==> config.mk <==
export PLATFORM = sky130hd
export DESIGN_NAME = fp_addsub_pipe
export DESIGN_NICKNAME = d
export VERILOG_FILES = /design/src/rtl/fp_addsub_pipe.sv
export SDC_FILE = /design/constraint.sdc
export NUM_CORES = 1
export LEC_CHECK = 0
export ABC_AREA = 0
export BUFFER_PORTS_ARGS = -buffer_cell sky130_fd_sc_hd__buf_2
export CAP_MARGIN = 5
export CORE_MARGIN = 3
export CORE_UTILIZATION = 55
export DETAILED_ROUTE_END_ITERATION = 10
export PLACE_DENSITY_LB_ADDON = 0.15
export RECOVER_POWER = 50
export SLEW_MARGIN = 20
export SYNTH_ARGS = -nofsm -noshare
export SYNTH_HDL_FRONTEND = slang
export SYNTH_SLANG_ARGS = --single-unit
export TNS_END_PERCENT = 100
==> constraint.sdc <==
create_clock -name clk -period 13.3 [get_ports clk]
set_input_delay 0.665 -clock clk [delete_from_list [all_inputs] [get_ports clk]]
set_output_delay 0.665 -clock clk [all_outputs]
set_load 0.01 [all_outputs]
==> src/rtl/fp_addsub_pipe.sv <==
`default_nettype none
// ============================================================================
// Module : fp_addsub_pipe
// Three-stage pipelined floating-point add/subtract (flush-to-zero, truncating)
// with zero/inf/NaN resolution and valid/ready handshakes.
// Rev    : 1.0
// ============================================================================
module fp_addsub_pipe #(
  parameter int EXP_W = 8,
  parameter int MAN_W = 23
) (
  input  logic                   clk,
  input  logic                   rst_n,
  input  logic                   in_valid,
  output logic                   in_ready,
  input  logic [EXP_W+MAN_W:0]   in_a,
  input  logic [EXP_W+MAN_W:0]   in_b,
  input  logic                   in_sub,
  output logic                   out_valid,
  input  logic                   out_ready,
  output logic [EXP_W+MAN_W:0]   out_result,
  output logic [2:0]             out_flags
);

  localparam int W    = 1 + EXP_W + MAN_W;
  localparam int LZ_W = $clog2(MAN_W + 2);
  localparam int XW   = ((EXP_W > LZ_W) ? EXP_W : LZ_W) + 2;

  localparam logic [EXP_W-1:0]     C_EXP_ONES = '1;
  localparam logic signed [XW-1:0] C_X_ZERO   = '0;
  localparam logic signed [XW-1:0] C_X_ONE    = XW'(1);
  localparam logic signed [XW-1:0] C_X_MAX    = XW'(C_EXP_ONES);

  // Unpack
  logic             w_sa, w_sb, w_eff_sub;
  logic [EXP_W-1:0] w_ea, w_eb;
  logic [MAN_W-1:0] w_fa, w_fb;
  logic             w_a_zero, w_b_zero, w_a_inf, w_b_inf, w_a_nan, w_b_nan;

  assign w_sa      = in_a[W-1];
  assign w_sb      = in_b[W-1] ^ in_sub;
  assign w_eff_sub = w_sa ^ w_sb;
  assign w_ea      = in_a[W-2:MAN_W];
  assign w_eb      = in_b[W-2:MAN_W];
  assign w_fa      = in_a[MAN_W-1:0];
  assign w_fb      = in_b[MAN_W-1:0];
  assign w_a_zero  = (w_ea == '0);
  assign w_b_zero  = (w_eb == '0);
  assign w_a_inf   = (w_ea == C_EXP_ONES) && (w_fa == '0);
  assign w_b_inf   = (w_eb == C_EXP_ONES) && (w_fb == '0);
  assign w_a_nan   = (w_ea == C_EXP_ONES) && (w_fa != '0);
  assign w_b_nan   = (w_eb == C_EXP_ONES) && (w_fb != '0);

  // Stage 1 alignment: A wins magnitude ties
  logic             w_a_big, w_sign;
  logic [EXP_W-1:0] w_e_big, w_e_small, w_d;
  logic [MAN_W:0]   w_m_big, w_m_small, w_m_small_sh;

  assign w_a_big      = (in_a[W-2:0] >= in_b[W-2:0]);
  assign w_sign       = w_a_big ? w_sa : w_sb;
  assign w_e_big      = w_a_big ? w_ea : w_eb;
  assign w_e_small    = w_a_big ? w_eb : w_ea;
  assign w_m_big      = {1'b1, (w_a_big ? w_fa : w_fb)};
  assign w_m_small    = {1'b1, (w_a_big ? w_fb : w_fa)};
  assign w_d          = w_e_big - w_e_small;
  assign w_m_small_sh = (32'(w_d) >= 32'(MAN_W + 1)) ? '0 : (w_m_small >> w_d);

  // Special-case result; overrides the arithmetic path when w_spec is set
  logic         w_spec;
  logic [W-1:0] w_spec_res;
  logic [2:0]   w_spec_flags;

  always_comb begin
    w_spec       = 1'b1;
    w_spec_res   = '0;
    w_spec_flags = 3'b000;
    if (w_a_nan || w_b_nan || (w_a_inf && w_b_inf && w_eff_sub)) begin
      w_spec_res   = {1'b0, C_EXP_ONES, 1'b1, {(MAN_W-1){1'b0}}};
      w_spec_flags = 3'b100;
    end else if (w_a_inf) begin
      w_spec_res = {w_sa, C_EXP_ONES, {MAN_W{1'b0}}};
    end else if (w_b_inf) begin
      w_spec_res = {w_sb, C_EXP_ONES, {MAN_W{1'b0}}};
    end else if (w_a_zero && w_b_zero) begin
      w_spec_res = {(w_sa & w_sb), {(W-1){1'b0}}};
    end else if (w_a_zero) begin
      w_spec_res = {w_sb, in_b[W-2:0]};
    end else if (w_b_zero) begin
      w_spec_res = in_a;
    end else begin
      w_spec = 1'b0;
    end
  end

  // Handshake: each stage advances when it is empty or its successor advances
  logic r_s1_valid, r_s2_valid, r_s3_valid;
  logic w_ready1, w_ready2, w_ready3;

  assign w_ready3  = !r_s3_valid || out_ready;
  assign w_ready2  = !r_s2_valid || w_ready3;
  assign w_ready1  = !r_s1_valid || w_ready2;
  assign in_ready  = w_ready1;
  assign out_valid = r_s3_valid;

  // Stage 1 registers
  logic             r_s1_spec, r_s1_sign, r_s1_eff_sub;
  logic [W-1:0]     r_s1_spec_res;
  logic [2:0]       r_s1_spec_flags;
  logic [EXP_W-1:0] r_s1_exp;
  logic [MAN_W:0]   r_s1_m_big, r_s1_m_small;

  always_ff @(posedge clk or negedge rst_n) begin
    if (!rst_n) begin
      r_s1_valid      <= 1'b0;
      r_s1_spec       <= 1'b0;
      r_s1_spec_res   <= '0;
      r_s1_spec_flags <= 3'b000;
      r_s1_sign       <= 1'b0;
      r_s1_eff_sub    <= 1'b0;
      r_s1_exp        <= '0;
      r_s1_m_big      <= '0;
      r_s1_m_small    <= '0;
    end else if (w_ready1) begin
      r_s1_valid <= in_valid;
      if (in_valid) begin
        r_s1_spec       <= w_spec;
        r_s1_spec_res   <= w_spec_res;
        r_s1_spec_flags <= w_spec_flags;
        r_s1_sign       <= w_sign;
        r_s1_eff_sub    <= w_eff_sub;
        r_s1_exp        <= w_e_big;
        r_s1_m_big      <= w_m_big;
        r_s1_m_small    <= w_m_small_sh;
      end
    end
  end

  // Stage 2: magnitude add/subtract; big >= small so the difference is never negative
  logic [MAN_W+1:0] w_sum;

  assign w_sum = r_s1_eff_sub ? ({1'b0, r_s1_m_big} - {1'b0, r_s1_m_small})
                              : ({1'b0, r_s1_m_big} + {1'b0, r_s1_m_small});

  logic             r_s2_spec, r_s2_sign;
  logic [W-1:0]     r_s2_spec_res;
  logic [2:0]       r_s2_spec_flags;
  logic [EXP_W-1:0] r_s2_exp;
  logic [MAN_W+1:0] r_s2_sum;

  always_ff @(posedge clk or negedge rst_n) begin
    if (!rst_n) begin
      r_s2_valid      <= 1'b0;
      r_s2_spec       <= 1'b0;
      r_s2_spec_res   <= '0;
      r_s2_spec_flags <= 3'b000;
      r_s2_sign       <= 1'b0;
      r_s2_exp        <= '0;
      r_s2_sum        <= '0;
    end else if (w_ready2) begin
      r_s2_valid <= r_s1_valid;
      if (r_s1_valid) begin
        r_s2_spec       <= r_s1_spec;
        r_s2_spec_res   <= r_s1_spec_res;
        r_s2_spec_flags <= r_s1_spec_flags;
        r_s2_sign       <= r_s1_sign;
        r_s2_exp        <= r_s1_exp;
        r_s2_sum        <= w_sum;
      end
    end
  end

  // Stage 3: normalise and pack
  logic [LZ_W-1:0]      w_lz;
  logic [MAN_W-1:0]     w_frac_lsh, w_frac_n;
  logic signed [XW-1:0] w_exp_n;
  logic [W-1:0]         w_res;
  logic [2:0]           w_flags;

  // Highest set bit at or below the hidden-bit position sets the shift
  always_comb begin
    w_lz = '0;
    for (int i = 0; i <= MAN_W; i++) begin
      if (r_s2_sum[i]) w_lz = LZ_W'(MAN_W - i);
    end
  end

  assign w_frac_lsh = r_s2_sum[MAN_W-1:0] << w_lz;
  assign w_frac_n   = r_s2_sum[MAN_W+1] ? r_s2_sum[MAN_W:1] : w_frac_lsh;
  assign w_exp_n    = r_s2_sum[MAN_W+1] ? ($signed(XW'(r_s2_exp)) + C_X_ONE)
                                        : ($signed(XW'(r_s2_exp)) - $signed(XW'(w_lz)));

  always_comb begin
    w_res   = '0;
    w_flags = 3'b000;
    if (r_s2_spec) begin
      w_res   = r_s2_spec_res;
      w_flags = r_s2_spec_flags;
    end else if (r_s2_sum == '0) begin
      w_res = '0;
    end else if (w_exp_n <= C_X_ZERO) begin
      w_res   = {r_s2_sign, {(W-1){1'b0}}};
      w_flags = 3'b001;
    end else if (w_exp_n >= C_X_MAX) begin
      w_res   = {r_s2_sign, C_EXP_ONES, {MAN_W{1'b0}}};
      w_flags = 3'b010;
    end else begin
      w_res = {r_s2_sign, w_exp_n[EXP_W-1:0], w_frac_n};
    end
  end

  logic [W-1:0] r_out_result;
  logic [2:0]   r_out_flags;

  always_ff @(posedge clk or negedge rst_n) begin
    if (!rst_n) begin
      r_s3_valid   <= 1'b0;
      r_out_result <= '0;
      r_out_flags  <= 3'b000;
    end else if (w_ready3) begin
      r_s3_valid <= r_s2_valid;
      if (r_s2_valid) begin
        r_out_result <= w_res;
        r_out_flags  <= w_flags;
      end
    end
  end

  assign out_result = r_out_result;
  assign out_flags  = r_out_flags;

endmodule
`default_nettype wire

==> impl_metrics.toml <==
[clocking]
clk_latency_ns = 0.44
cts_hold_buf = 0
post_cts_buffers = 0
clockRootBuffer = "clkbuf_16"
htreeDepth = 4
cts_buffers = 17
cts.sink_count = 198
tritoncts = "done"
clkTransAtPathRegs_ns = 0.08
post_cts_resize_count = 0
clockBufferDepth = 2

[pwr]
clockPowerShare = 0.165
p_leak_nw = 6.91
pwr-share-seq = 0.274
sw_frac_of_total = 0.466
p_int_mw = 1.75
power_switching_mw = 1.53
p_comb_frac = 0.560
power_density_nw_per_um2 = 214
ir_drop_v = 0.000129

[layout]
syn2layout_area_growth_pct = 9.45
post-route-util = 0.622
design_area_um2 = 15300
layout.nets = 1807
layout-drive-gt1-share = 0.121
fill_cells = 2224
antenna_cells = 0

[worst_setup_path]
slowest_stage = "clkbuf_1"
crit_chain = "clkbuf_1, clkbuf_1"
crit_top_cell = "clkbuf_1"
crit_buf_inv = 2
end_kind = "asynchronous set/reset pin"
cp_max_fo = 74
cp_top_family = "buffers and inverters"
crit_type = "in -> async"
rr_startpoint = "r_s2_sum[4]$_DFFE_PN0P_"
max_stage_delay_ns = 2.76
startpoint = "rst_n"
start_kind = "input port"
critPathArrivalTime_ns = 5.58
crit_required_ns = 12.98

[synthesis]
syn_area_per_cell_um2 = 8.67
synth.area.top_cells = "dfrtp_1 35%, mux2i_1 8.0%, ha_1 5.8%"
ys_warn_count = 0
async_flop_share = 1.00
synth_cells = 1618
netlist_area_um2 = 14000
synthTopCellsByCount = "198 x dfrtp_1, 179 x nand2_1, 152 x nor2_1, 130 x a21oi_1, 128 x o21ai_0"
syn-num-nets = 1754
synth_top_area_frac = 0.353
ys_seq_area_frac = 0.353
yosys.area.top_type = "dfrtp_1"
synthMostInstantiatedCell = "dfrtp_1"
synth_edf_count = 0
synth_seq_cells = 198
yosys_most_used_dff = "dfrtp_1"
ys_types = 79

[floorplan]
initial_core_util = 0.568
dieArea_um2 = 27400
die_w_um = 166
core_area_um2 = 24700
row_count = 57
die_y_um = 166
ios = 106

[global_routing]
grt_pass1_wl_mm = 66.8
grt_usage = 0.302
grt_max_degree = 97
grt_pass1_vias = 11700
antenna_found_initial = 0
grt_overflow_total = 0

[routing]
drt_iter0_drc = 1349
routedWlPerCell_um = 20.9
vias = 12500
viasPerCell = 6.23
drc = 0
dr.pass1.iters = 5
routed_wl_mm = 41.9
ant_nets = 0

[timing]
fmax_mhz = 170
worst_slack_ns = 7.40
fin_tns_setup_ns = 0
min_period_ns = 5.90
slew_headroom = -1.49
worstMarginPinSlew_ns = 3.73
rsz0062_at_grt = "no"
finalSetupViolCount = 0
finalCritPeriodShare = 0.443
hold_violations = 0
clock-skew-final_ns = 0.0175
report.final.slew_viol_count = 248

[status]
status = "finished, violations left"
violations = "max-capacitance violations, max-slew violations"

[placed_design]
pre_cts_ws_ns = 7.36
io_buffers = 105
place_congestion = 0.999
placed_area_um2 = 14800
hpwlAfterDp_mm = 32.1

[min_path]
min_from = "out_result[0]$_DFFE_PN0P_"
hold_path_class = "reg -> reg"

[run]
cap_violations = 4
## final cells by class
type	count	area, um2	area share
clock inverter	13	179	0.0117
clock buffer	19	453	0.0295
multi-input combinational	1259	8480	0.552
inverter	70	263	0.0171
timing repair buffer	125	618	0.0403
tap	324	405	0.0264
sequential	198	4950	0.323
## cells in the final DEF, fill, tap and decap left out, types with 36 or more instances in the layout
| cell type | n |
|---|---|
| ha_1 | 65 |
| buf_2 | 68 |
| nor3_1 | 36 |
| clkbuf_1 | 40 |
| nand2_1 | 177 |
| nor2_1 | 152 |
| mux2i_1 | 112 |
| xnor2_1 | 41 |
| a21oi_1 | 129 |
| o21ai_0 | 128 |
| dfrtp_1 | 198 |
| mux2_2 | 49 |
| inv_1 | 68 |
## cell families (layout without fill, tap and decap cells)
logic type      after synthesis  in the layout  share of synthesized area
simple gates                509            509                      0.166
compound gates              457            457                      0.205
flops                       198            198                      0.353
mux                         171            171                      0.135
buf+inv                     161            227                     0.0452
fa+ha+maj                    67             67                     0.0608
xor+xnor                     55             55                     0.0344
## worst paths after layout
check | to | slack [ns] | cells after the start
max | r_s2_sum[6]$_DFFE_PN0P_ | 7.40 | 2
min | out_result[0]$_DFFE_PN0P_ | 0.48 | 2
max reg2reg | out_result[15]$_DFFE_PN0P_ | 8.08 | 22
min reg2reg | out_result[0]$_DFFE_PN0P_ | 0.48 | 2
max in group clk | r_s1_m_small[8]$_DFFE_PN0P_ | 7.71 | 16
min in group asynchronous | out_result[29]$_DFFE_PN0P_ | 1.21 | 1
## stage by stage
stage                     total power [mW]  cells  hold slack (ns)
after floorplan                       2.20   1618            0.369
final                                 3.28   2008            0.481
after global placement                2.71   1976            0.446
after detailed placement              2.72   1976            0.459
after CTS                             3.27   2008            0.183
after global routing                  3.52   2008            0.486
## flip-flops by register name, indices dropped and copies added (netlist names), 3 cells and up
name           cells
out_result        32
r_s1_spec_res     32
r_s2_spec_res     32
r_s2_sum          25
r_s1_m_big        24
r_s1_m_small      24
r_s1_exp           8
r_s2_exp           8
out_flags          3
## metal layers
metal / wire [um] / GRT usage / up-vias
met5: 0 / 0 / -
met4: 1560 / 0.108 / 0
li1: - / - / 5985
met2: 18000 / 0.450 / 477
met1: 19600 / 0.455 / 5958
met3: 2680 / 0.0367 / 80
## power groups by stage
stage	registers, mW	logic, mW	clock network, mW
3_3_place_gp	0.898	1.81	0
5_1_grt	0.918	2.03	0.574
3_5_place_dp	0.904	1.82	0
6_report	0.899	1.84	0.542
2_1_floorplan	0.859	1.34	0
4_1_cts	0.893	1.83	0.547
No activity file was read; power rests on OpenSTA's default activity.
